--- src/rtl/posit_mul_arbiter_if.sv ---
// Request/response bundle between posit compute clients and the shared-multiplier arbiter.
// The arbiter takes the slave view; clients (or a bench) take the master view.
interface posit_mul_arbiter_if #(
  parameter int unsigned N    = 8,
  parameter int unsigned NREQ = 4,
  parameter int unsigned IDW  = $clog2(NREQ)
);
  logic [NREQ-1:0]   req_valid;
  logic [NREQ-1:0]   req_ready;
  logic [NREQ*N-1:0] req_in1;
  logic [NREQ*N-1:0] req_in2;
  logic              rsp_valid;
  logic              rsp_ready;
  logic [N-1:0]      rsp_result;
  logic [IDW-1:0]    rsp_id;

  modport slave (
    input  req_valid, req_in1, req_in2, rsp_ready,
    output req_ready, rsp_valid, rsp_result, rsp_id
  );

  modport master (
    output req_valid, req_in1, req_in2, rsp_ready,
    input  req_ready, rsp_valid, rsp_result, rsp_id
  );
endinterface

--- src/rtl/posit_mul_arbiter.sv ---
// Round-robin arbiter sharing one external combinational posit multiplier among NREQ
// requesters; one operation in flight, result returned with the issuing requester's ID.
module posit_mul_arbiter #(
  parameter int unsigned N    = 8,
  parameter int unsigned ES   = 3,
  parameter int unsigned NREQ = 4,
  parameter int unsigned IDW  = $clog2(NREQ)
) (
  input  logic                   clk,
  input  logic                   rst_n,
  posit_mul_arbiter_if.slave     bus,
  output logic [N-1:0]           mul_in1,
  output logic [N-1:0]           mul_in2,
  input  logic [N-1:0]           mul_out,
  output logic                   busy
);

  if (NREQ < 2 || ES >= N) begin : g_bad_params
    $error("posit_mul_arbiter: need NREQ >= 2 and ES < N");
  end

  typedef enum logic [1:0] {
    S_IDLE,
    S_EXEC,
    S_RESP
  } state_t;

  state_t         state;
  state_t         state_next;
  logic [IDW-1:0] rr_ptr;
  logic [IDW-1:0] id_q;
  logic [IDW-1:0] grant_id;
  logic [IDW-1:0] ptr_next;
  logic           grant_found;

  // Search starts at rr_ptr and wraps modulo NREQ, so NREQ need not be a power of two.
  always_comb begin
    int unsigned cand;
    cand        = 0;
    grant_found = 1'b0;
    grant_id    = '0;
    for (int unsigned o = 0; o < NREQ; o++) begin
      cand = (32'(rr_ptr) + o) % NREQ;
      if (!grant_found && bus.req_valid[IDW'(cand)]) begin
        grant_found = 1'b1;
        grant_id    = IDW'(cand);
      end
    end
    ptr_next = (grant_id == IDW'(NREQ - 1)) ? '0 : grant_id + 1'b1;
  end

  always_comb begin
    bus.req_ready = '0;
    if (state == S_IDLE && grant_found) begin
      bus.req_ready[grant_id] = 1'b1;
    end
  end

  always_ff @(posedge clk or negedge rst_n) begin
    if (!rst_n) begin
      state <= S_IDLE;
    end else begin
      state <= state_next;
    end
  end

  always_comb begin
    state_next = state;
    case (state)
      S_IDLE:  if (grant_found) state_next = S_EXEC;
      S_EXEC:  state_next = S_RESP;
      S_RESP:  if (bus.rsp_ready) state_next = S_IDLE;
      default: state_next = S_IDLE;
    endcase
  end

  always_ff @(posedge clk or negedge rst_n) begin
    if (!rst_n) begin
      rr_ptr         <= '0;
      id_q           <= '0;
      mul_in1        <= '0;
      mul_in2        <= '0;
      bus.rsp_result <= '0;
      bus.rsp_id     <= '0;
    end else begin
      if (state == S_IDLE && grant_found) begin
        mul_in1 <= bus.req_in1[grant_id*N +: N];
        mul_in2 <= bus.req_in2[grant_id*N +: N];
        id_q    <= grant_id;
        rr_ptr  <= ptr_next;
      end
      if (state == S_EXEC) begin
        bus.rsp_result <= mul_out;
        bus.rsp_id     <= id_q;
      end
    end
  end

  // rsp_valid is exactly "in RESP": set on the EXEC->RESP edge, cleared on the handshake edge.
  assign bus.rsp_valid = (state == S_RESP);
  assign busy          = (state != S_IDLE);

endmodule

--- src/flat_wrapper.sv ---
// flat-port wrapper written by rule: the top's interface ports become plain ports
module posit_mul_arbiter_flat 
#(
  parameter int unsigned N    = 8,
  parameter int unsigned ES   = 3,
  parameter int unsigned NREQ = 4,
  parameter int unsigned IDW  = $clog2(NREQ)
)
  (clk, rst_n, mul_in1, mul_in2, mul_out, busy, bus_req_valid, bus_req_in1, bus_req_in2, bus_rsp_ready, bus_req_ready, bus_rsp_valid, bus_rsp_result, bus_rsp_id);
  posit_mul_arbiter_if #(.N(N), .NREQ(NREQ), .IDW(IDW)) bus_i ();
  input  logic clk;
  input  logic rst_n;
  output logic [N-1:0] mul_in1;
  output logic [N-1:0] mul_in2;
  input  logic [N-1:0] mul_out;
  output logic busy;
  input wire logic [$bits(bus_i.req_valid)-1:0] bus_req_valid;
  input wire logic [$bits(bus_i.req_in1)-1:0] bus_req_in1;
  input wire logic [$bits(bus_i.req_in2)-1:0] bus_req_in2;
  input wire logic [$bits(bus_i.rsp_ready)-1:0] bus_rsp_ready;
  output wire logic [$bits(bus_i.req_ready)-1:0] bus_req_ready;
  output wire logic [$bits(bus_i.rsp_valid)-1:0] bus_rsp_valid;
  output wire logic [$bits(bus_i.rsp_result)-1:0] bus_rsp_result;
  output wire logic [$bits(bus_i.rsp_id)-1:0] bus_rsp_id;
  assign bus_i.req_valid = bus_req_valid;
  assign bus_i.req_in1 = bus_req_in1;
  assign bus_i.req_in2 = bus_req_in2;
  assign bus_i.rsp_ready = bus_rsp_ready;
  assign bus_req_ready = bus_i.req_ready;
  assign bus_rsp_valid = bus_i.rsp_valid;
  assign bus_rsp_result = bus_i.rsp_result;
  assign bus_rsp_id = bus_i.rsp_id;
  posit_mul_arbiter #(.N(N), .ES(ES), .NREQ(NREQ), .IDW(IDW)) u_core (.clk(clk), .rst_n(rst_n), .bus(bus_i), .mul_in1(mul_in1), .mul_in2(mul_in2), .mul_out(mul_out), .busy(busy));
endmodule
--- config.mk ---
export PLATFORM = sky130hd
export DESIGN_NAME = posit_mul_arbiter_flat
export DESIGN_NICKNAME = d
export VERILOG_FILES = /design/src/rtl/posit_mul_arbiter_if.sv /design/src/rtl/posit_mul_arbiter.sv /design/src/flat_wrapper.sv
export SDC_FILE = /design/constraint.sdc
export NUM_CORES = 1
export LEC_CHECK = 0
export ABC_AREA = 1
export CAP_MARGIN = 20
export CORE_MARGIN = 2
export CORE_UTILIZATION = 40
export CTS_CLUSTER_DIAMETER = 120
export DETAILED_ROUTE_END_ITERATION = 8
export PLACE_DENSITY = 0.8
export SYNTH_ARGS = -nofsm -noshare
export SYNTH_HDL_FRONTEND = slang
export SYNTH_SLANG_ARGS = --single-unit
--- constraint.sdc ---
create_clock -name clk -period 4.5 [get_ports clk]
set_input_delay 0.9 -clock clk [delete_from_list [all_inputs] [get_ports clk]]
set_output_delay 0.9 -clock clk [all_outputs]
set_load 0.1 [all_outputs]
==> results.py, run 1 <==
metrics = {
    "clock_network": {
        "cts_tree": "built",
        "cts_root_buf": "clkbuf_8",
        "clockBufferDepth": 2,
        "cts_max_level": 2,
        "clock_latency_ns": 0.28,
        "clk_pin_slew_worst_paths_ns": 0.06,
        "cts_hold_buffers": 0,
        "cts_num_sinks": 32,
        "post-cts-setup-buffers": 0,
        "cts_resized": 0,
        "numCtsBuffers": 5,
    },
    "detailed_routing": {
        "drt-initial-drc-count": 64,
        "routed_via_density": 4.75,
        "vias": 2336,
        "routedWlPerCell_microns": 11.9,
        "dr.pass1.iters": 4,
        "routed_wl_microns": 5860,
        "final_antenna_net_count": 0,
        "drcViolationCount": 0,
    },
    "logic_synthesis": {
        "synth_common_cells": "nand2_1, inv_1, dfrtp_1, nand3_1, o211ai_1",
        "yosysWarnings": 0,
        "synth_compound_area_frac": 0.0841,
        "synth_area_leader_cell": "dfrtp_1",
        "synth_top_family_by_area": "simple AND/OR/NAND/NOR gates",
        "synth_edf_count": 0,
        "synthFlopType": "dfrtp_1",
        "synth_nets": 393,
        "avgSynthCellArea_sq_um": 7.10,
        "synth_simple_gate_area_frac": 0.358,
        "synth_area_sq_um": 2230,
        "synthXorXnorAreaFrac": 0,
        "netlist.area_leader.share": 0.359,
        "synth-async-reset-ratio": 1.00,
        "synth_adder_area_share": 0,
        "synth.distinct_cells": 24,
        "synth_area_leaders": "dfrtp_1, nand2_1, inv_1",
        "yosysMostFrequentCell": "nand2_1",
        "seq_area_frac_synth": 0.359,
        "ys_ff_latch": 32,
        "syn-instance-count": 314,
        "synthMuxAreaShare": 0.0404,
    },
    "critical_path": {
        "r2r_slack_ns": 2.05,
        "startpoint_type": "input pin",
        "critPathSlowestCell": "clkdlybuf4s50_1",
        "path_class": "input pin to output port",
        "cp_slowest_stage_delay_ns": 0.47,
        "crit_family": "buffers and inverters",
        "reg2regPathDepth": 12,
        "crit_top_cell": "inv_1",
        "crit_start": "bus_req_valid[1]",
        "critPathArrivalTime_ns": 3.21,
        "timing.rr.start": "u_core.rr_ptr[0]",
        "critPathCapture": "bus_req_ready[0]",
        "worst-path-stages": 12,
        "cp.buffers_inverters": 5,
        "cp-end-kind": "output port",
        "reg2reg_to": "u_core.mul_in1[3]",
        "crit_chain": "clkdlybuf4s50_1 -> inv_1 -> nand2_1 -> nand3_1 -> nand2_1 -> inv_1 -> nand3_4 -> nand3_2 -> inv_1 -> nand2_2 -> nor2_1 -> buf_12",
        "critical_path_required_ns": 3.60,
        "worstPathMaxFanout": 16,
    },
    "floorplan": {
        "core_area_sq_um": 5440,
        "floorplan.rows": 27,
        "ios": 111,
        "die_x_microns": 78.7,
        "fp.dieH_microns": 78.7,
        "start_util": 0.410,
        "die-area_sq_um": 6190,
    },
    "timing": {
        "slew_headroom": 0.325,
        "grt_setup_unrepaired": "no",
        "finalCritPeriodShare": 0.913,
        "hold_viol_final": 0,
        "setup_ws_ns": 0.392,
        "clock.fmax_ghz": 0.243,
        "setup_viol": 0,
        "worst_pin_slew_ns": 1.01,
        "tns_ns": 0,
        "finalMaxSlewViolations": 0,
        "post-route-min-period_ns": 4.11,
        "skew_ns": 0.00344,
    },
    "global_routing": {
        "gr-total-overflow": 0,
        "grt_pass1_vias": 2248,
        "grt_max_degree": 37,
        "grt_pass1_wl_microns": 9870,
        "track_usage": 0.199,
        "antenna_found_initial": 0,
    },
    "placement": {
        "place_congestion": 0.938,
        "io_buffers": 110,
        "pre_cts_slack_ns": 0.402,
        "hpwl_microns": 4620,
    },
    "min_path": {
        "hp-class": "flip-flop to flip-flop",
        "min_from": "u_core.mul_in1[7]",
    },
    "finish": {
        "utilization": 0.635,
        "drive_gt1_frac": 0.0952,
        "synthToLayoutAreaGrowth_pct": 54.9,
        "fin_nets": 499,
        "n_antenna_cell": 0,
    },
    "flow_run": {
        "maxCapViolations": 0,
    },
    "status": {
        "status": "finished, final reports clean",
    },
}
[logic make-up (layout without fill, tap and decap cells)]
group,count (synthesis),after routing
compound gates,26,26
buf+inv,79,185
flops,32,32
mux,8,8
simple gates,169,169
[registers in the layout (all words and copies together), names as in the netlist]
signal	flops
u_core.bus.rsp_id	2
u_core.bus.rsp_result	8
u_core.id_q	2
u_core.mul_in1	8
u_core.mul_in2	8
u_core.rr_ptr	2
u_core.state	2
[routing by layer]
layer,wire length [microns],part of all wire,vias to the layer above,GRT usage
met3,546,0.093,4,0.0678
met5,0,0,-,0
li1,-,-,1200,-
met1,2480,0.42,1032,0.230
met4,45,0.0077,0,0.0474
met2,2790,0.48,100,0.354
[placed cells by master (no fill, tap or decap), drive strengths merged]
cell           instances
a21boi                 1
buf                    7
clkbuf                 6
clkdlybuf4s50        106
clkinv                 1
dfrtp                 32
inv                   65
mux2                   8
nand2                109
nand3                 35
nand4                 14
nor2                  11
o211ai                19
o21a                   1
o21ai                  5
[worst min path at each step]
stage                         to  slack, ns  depth (start not counted)
2_1_floorplan     u_core.id_q[0]       0.46                          1
6_report       u_core.mul_in1[7]       0.48                          2
3_5_place_dp   u_core.mul_in1[7]       0.47                          2
5_1_grt        u_core.mul_in1[7]       0.50                          2
3_3_place_gp   u_core.mul_in1[7]       0.47                          2
4_1_cts        u_core.mul_in1[7]       0.48                          2
[stage by stage]
stage	hold WS, ns	cells	cell area, sq um
floorplan	0.464	314	2230
global placement	0.466	485	3380
detailed placement	0.470	485	3380
CTS	0.484	492	3450
global route	0.504	492	3450
finish	0.483	492	3450
[tightest hold or removal path: stages, from the launching register on]
cell and delay [ns]:
dfrtp_1 0.34, nand2_1 0.05, nand2_1 0.06
[cell type report]
| type | count | area (sq um) |
|---|---|---|
| flip-flops and latches | 32 | 801 |
| clock buffers | 6 | 72.6 |
| fillers | 477 | 1980 |
| well taps | 72 | 90.1 |
| inverters | 65 | 246 |
| multi-input cells | 203 | 1080 |
| clock inverters | 1 | 5.00 |
| repair buffers | 113 | 1160 |
Power of run 1 is not shown: default switching activity piles up to over one toggle a cycle in this logic, so the estimate is an artifact.
==> run 2, diff against run 1 <==
--- a/config.mk
+++ b/config.mk
@@ -7,11 +7,13 @@
 export LEC_CHECK = 0
 export ABC_AREA = 1
 export CAP_MARGIN = 20
+export CORE_ASPECT_RATIO = 0.6
 export CORE_MARGIN = 2
 export CORE_UTILIZATION = 40
-export CTS_CLUSTER_DIAMETER = 120
+export CTS_CLUSTER_DIAMETER = 200
 export DETAILED_ROUTE_END_ITERATION = 8
 export PLACE_DENSITY = 0.8
+export REMOVE_ABC_BUFFERS = 1
 export SYNTH_ARGS = -nofsm -noshare
 export SYNTH_HDL_FRONTEND = slang
 export SYNTH_SLANG_ARGS = --single-unit
==> run 2 against run 1 <==
Effect of this change: die area rose by 0.31%; clock skew rose by 0.0018 ns; cell count fell by 0.61%; critical endpoint is now bus_req_ready[3].
==> results.py, run 2 (synthesized netlist as in run 1, its figures left out) <==
metrics = {
    "clock_network": {
        "cts_root_buf": "clkbuf_8",
        "clockBufferDepth": 2,
        "cts_hold_buffers": 0,
        "cts_tree": "built",
        "numCtsBuffers": 5,
        "cts_resized": 0,
        "post-cts-setup-buffers": 0,
        "clock_latency_ns": 0.28,
        "cts_max_level": 2,
        "clk_pin_slew_worst_paths_ns": 0.06,
        "cts_num_sinks": 32,
    },
    "placement": {
        "pre_cts_slack_ns": 0.495,
        "hpwl_microns": 4690,
        "place_congestion": 0.946,
        "io_buffers": 110,
    },
    "critical_path": {
        "worstPathMaxFanout": 19,
        "cp_slowest_stage_delay_ns": 0.47,
        "critical_path_required_ns": 3.60,
        "startpoint_type": "input pin",
        "crit_chain": "clkdlybuf4s50_1 -> inv_1 -> nand2_1 -> nand3_1 -> nand2_1 -> inv_1 -> nand3_4 -> nand3_2 -> buf_4 -> nor2_4 -> inv_1 -> nor2_1 -> buf_12",
        "cp-end-kind": "output port",
        "critPathArrivalTime_ns": 3.13,
        "critPathSlowestCell": "clkdlybuf4s50_1",
        "path_class": "input pin to output port",
        "crit_top_cell": "inv_1",
    },
    "global_routing": {
        "track_usage": 0.194,
        "grt_max_degree": 33,
        "antenna_found_initial": 0,
        "gr-total-overflow": 0,
        "grt_pass1_wl_microns": 9350,
        "grt_pass1_vias": 2073,
    },
    "floorplan": {
        "core_area_sq_um": 5470,
        "die_x_microns": 100,
        "die-area_sq_um": 6210,
        "floorplan.rows": 21,
        "ios": 111,
        "start_util": 0.408,
        "fp.dieH_microns": 61.8,
    },
    "detailed_routing": {
        "vias": 2337,
        "drt-initial-drc-count": 99,
        "dr.pass1.iters": 4,
        "final_antenna_net_count": 0,
        "routed_via_density": 4.78,
        "drcViolationCount": 0,
        "routed_wl_microns": 6040,
        "routedWlPerCell_microns": 12.3,
    },
    "timing": {
        "grt_setup_unrepaired": "no",
        "post-route-min-period_ns": 4.03,
        "skew_ns": 0.00527,
        "hold_viol_final": 0,
        "finalCritPeriodShare": 0.895,
        "worst_pin_slew_ns": 0.996,
        "holdWs_ns": 0.483,
        "clock.fmax_ghz": 0.248,
        "tns_ns": 0,
        "setup_viol": 0,
        "slew_headroom": 0.334,
        "finalMaxSlewViolations": 0,
        "setup_ws_ns": 0.473,
    },
    "status": {
        "status": "finished, final reports clean",
    },
    "finish": {
        "final_cell_mix": "clkdlybuf4s50_1, nand2_1, inv_1",
        "seq_area_sq_um": 801,
        "mostFrequentLayoutCell": "clkdlybuf4s50_1",
        "drive_gt1_frac": 0.0976,
        "n_antenna_cell": 0,
        "num-fill-cells": 487,
        "fin_nets": 498,
        "top_regs": "u_core.bus.rsp_result: 8 flops, u_core.mul_in1: 8 flops, u_core.mul_in2: 8 flops",
        "multi_input_area_sq_um": 1080,
        "synthToLayoutAreaGrowth_pct": 55.5,
    },
    "flow_run": {
        "maxCapViolations": 0,
    },
    "min_path": {
        "hp-class": "flip-flop to flip-flop",
    },
}
==> run 2: changes by cell type in the layout (fill, tap and decap cells not counted) <==
| cell | before | now |
|---|---|---|
| buf_2 | 0 | 1 |
| buf_4 | 3 | 2 |
| bufinv_16 | 0 | 1 |
| clkdlybuf4s50_1 | 106 | 105 |
==> run 2: path summary, 6_finish.rpt <==
check	start	end	slack [ns]	cells after the start
max reg2reg	u_core.rr_ptr[0]	u_core.mul_in1[2]	1.95	13
min reg2reg	u_core.mul_in1[4]	u_core.mul_in1[4]	0.48	2
min in group asynchronous	rst_n	u_core.bus.rsp_id[0]	0.66	1
min	u_core.mul_in1[4]	u_core.mul_in1[4]	0.48	2
max	bus_req_valid[3]	bus_req_ready[3]	0.47	13
max in group asynchronous	rst_n	u_core.mul_in2[4]	3.38	1
==> run 2: stage by stage <==
step	area, sq um	cells	util
floorplan	2120	300	-
global placement	3360	481	0.615
detailed placement	3360	481	0.615
CTS	3470	489	0.635
global route	3470	489	0.635
finish	3470	489	0.635
==> run 2: layout make-up <==
type / count / share of cell area
Inverter: 65 / 0.0711
Clock inverter: 2 / 0.0101
Timing Repair Buffer: 112 / 0.332
Sequential cell: 32 / 0.231
Clock buffer: 6 / 0.0209
Tap cell: 69 / 0.0249
Multi-Input combinational cell: 203 / 0.310
==> run 2: worst max-delay path: cells and delay by family <==
family	cells	cell delay, ns
simple gates	7	1.08
buf+inv	6	1.15
==> run 2: metal layers <==
metal	share of wire	global-route usage
met1	0.47	0.253
met2	0.45	0.330
met3	0.072	0.0582
met4	0.0046	0.0352
met5	0	0
Power of run 2 is left out for the same reason.
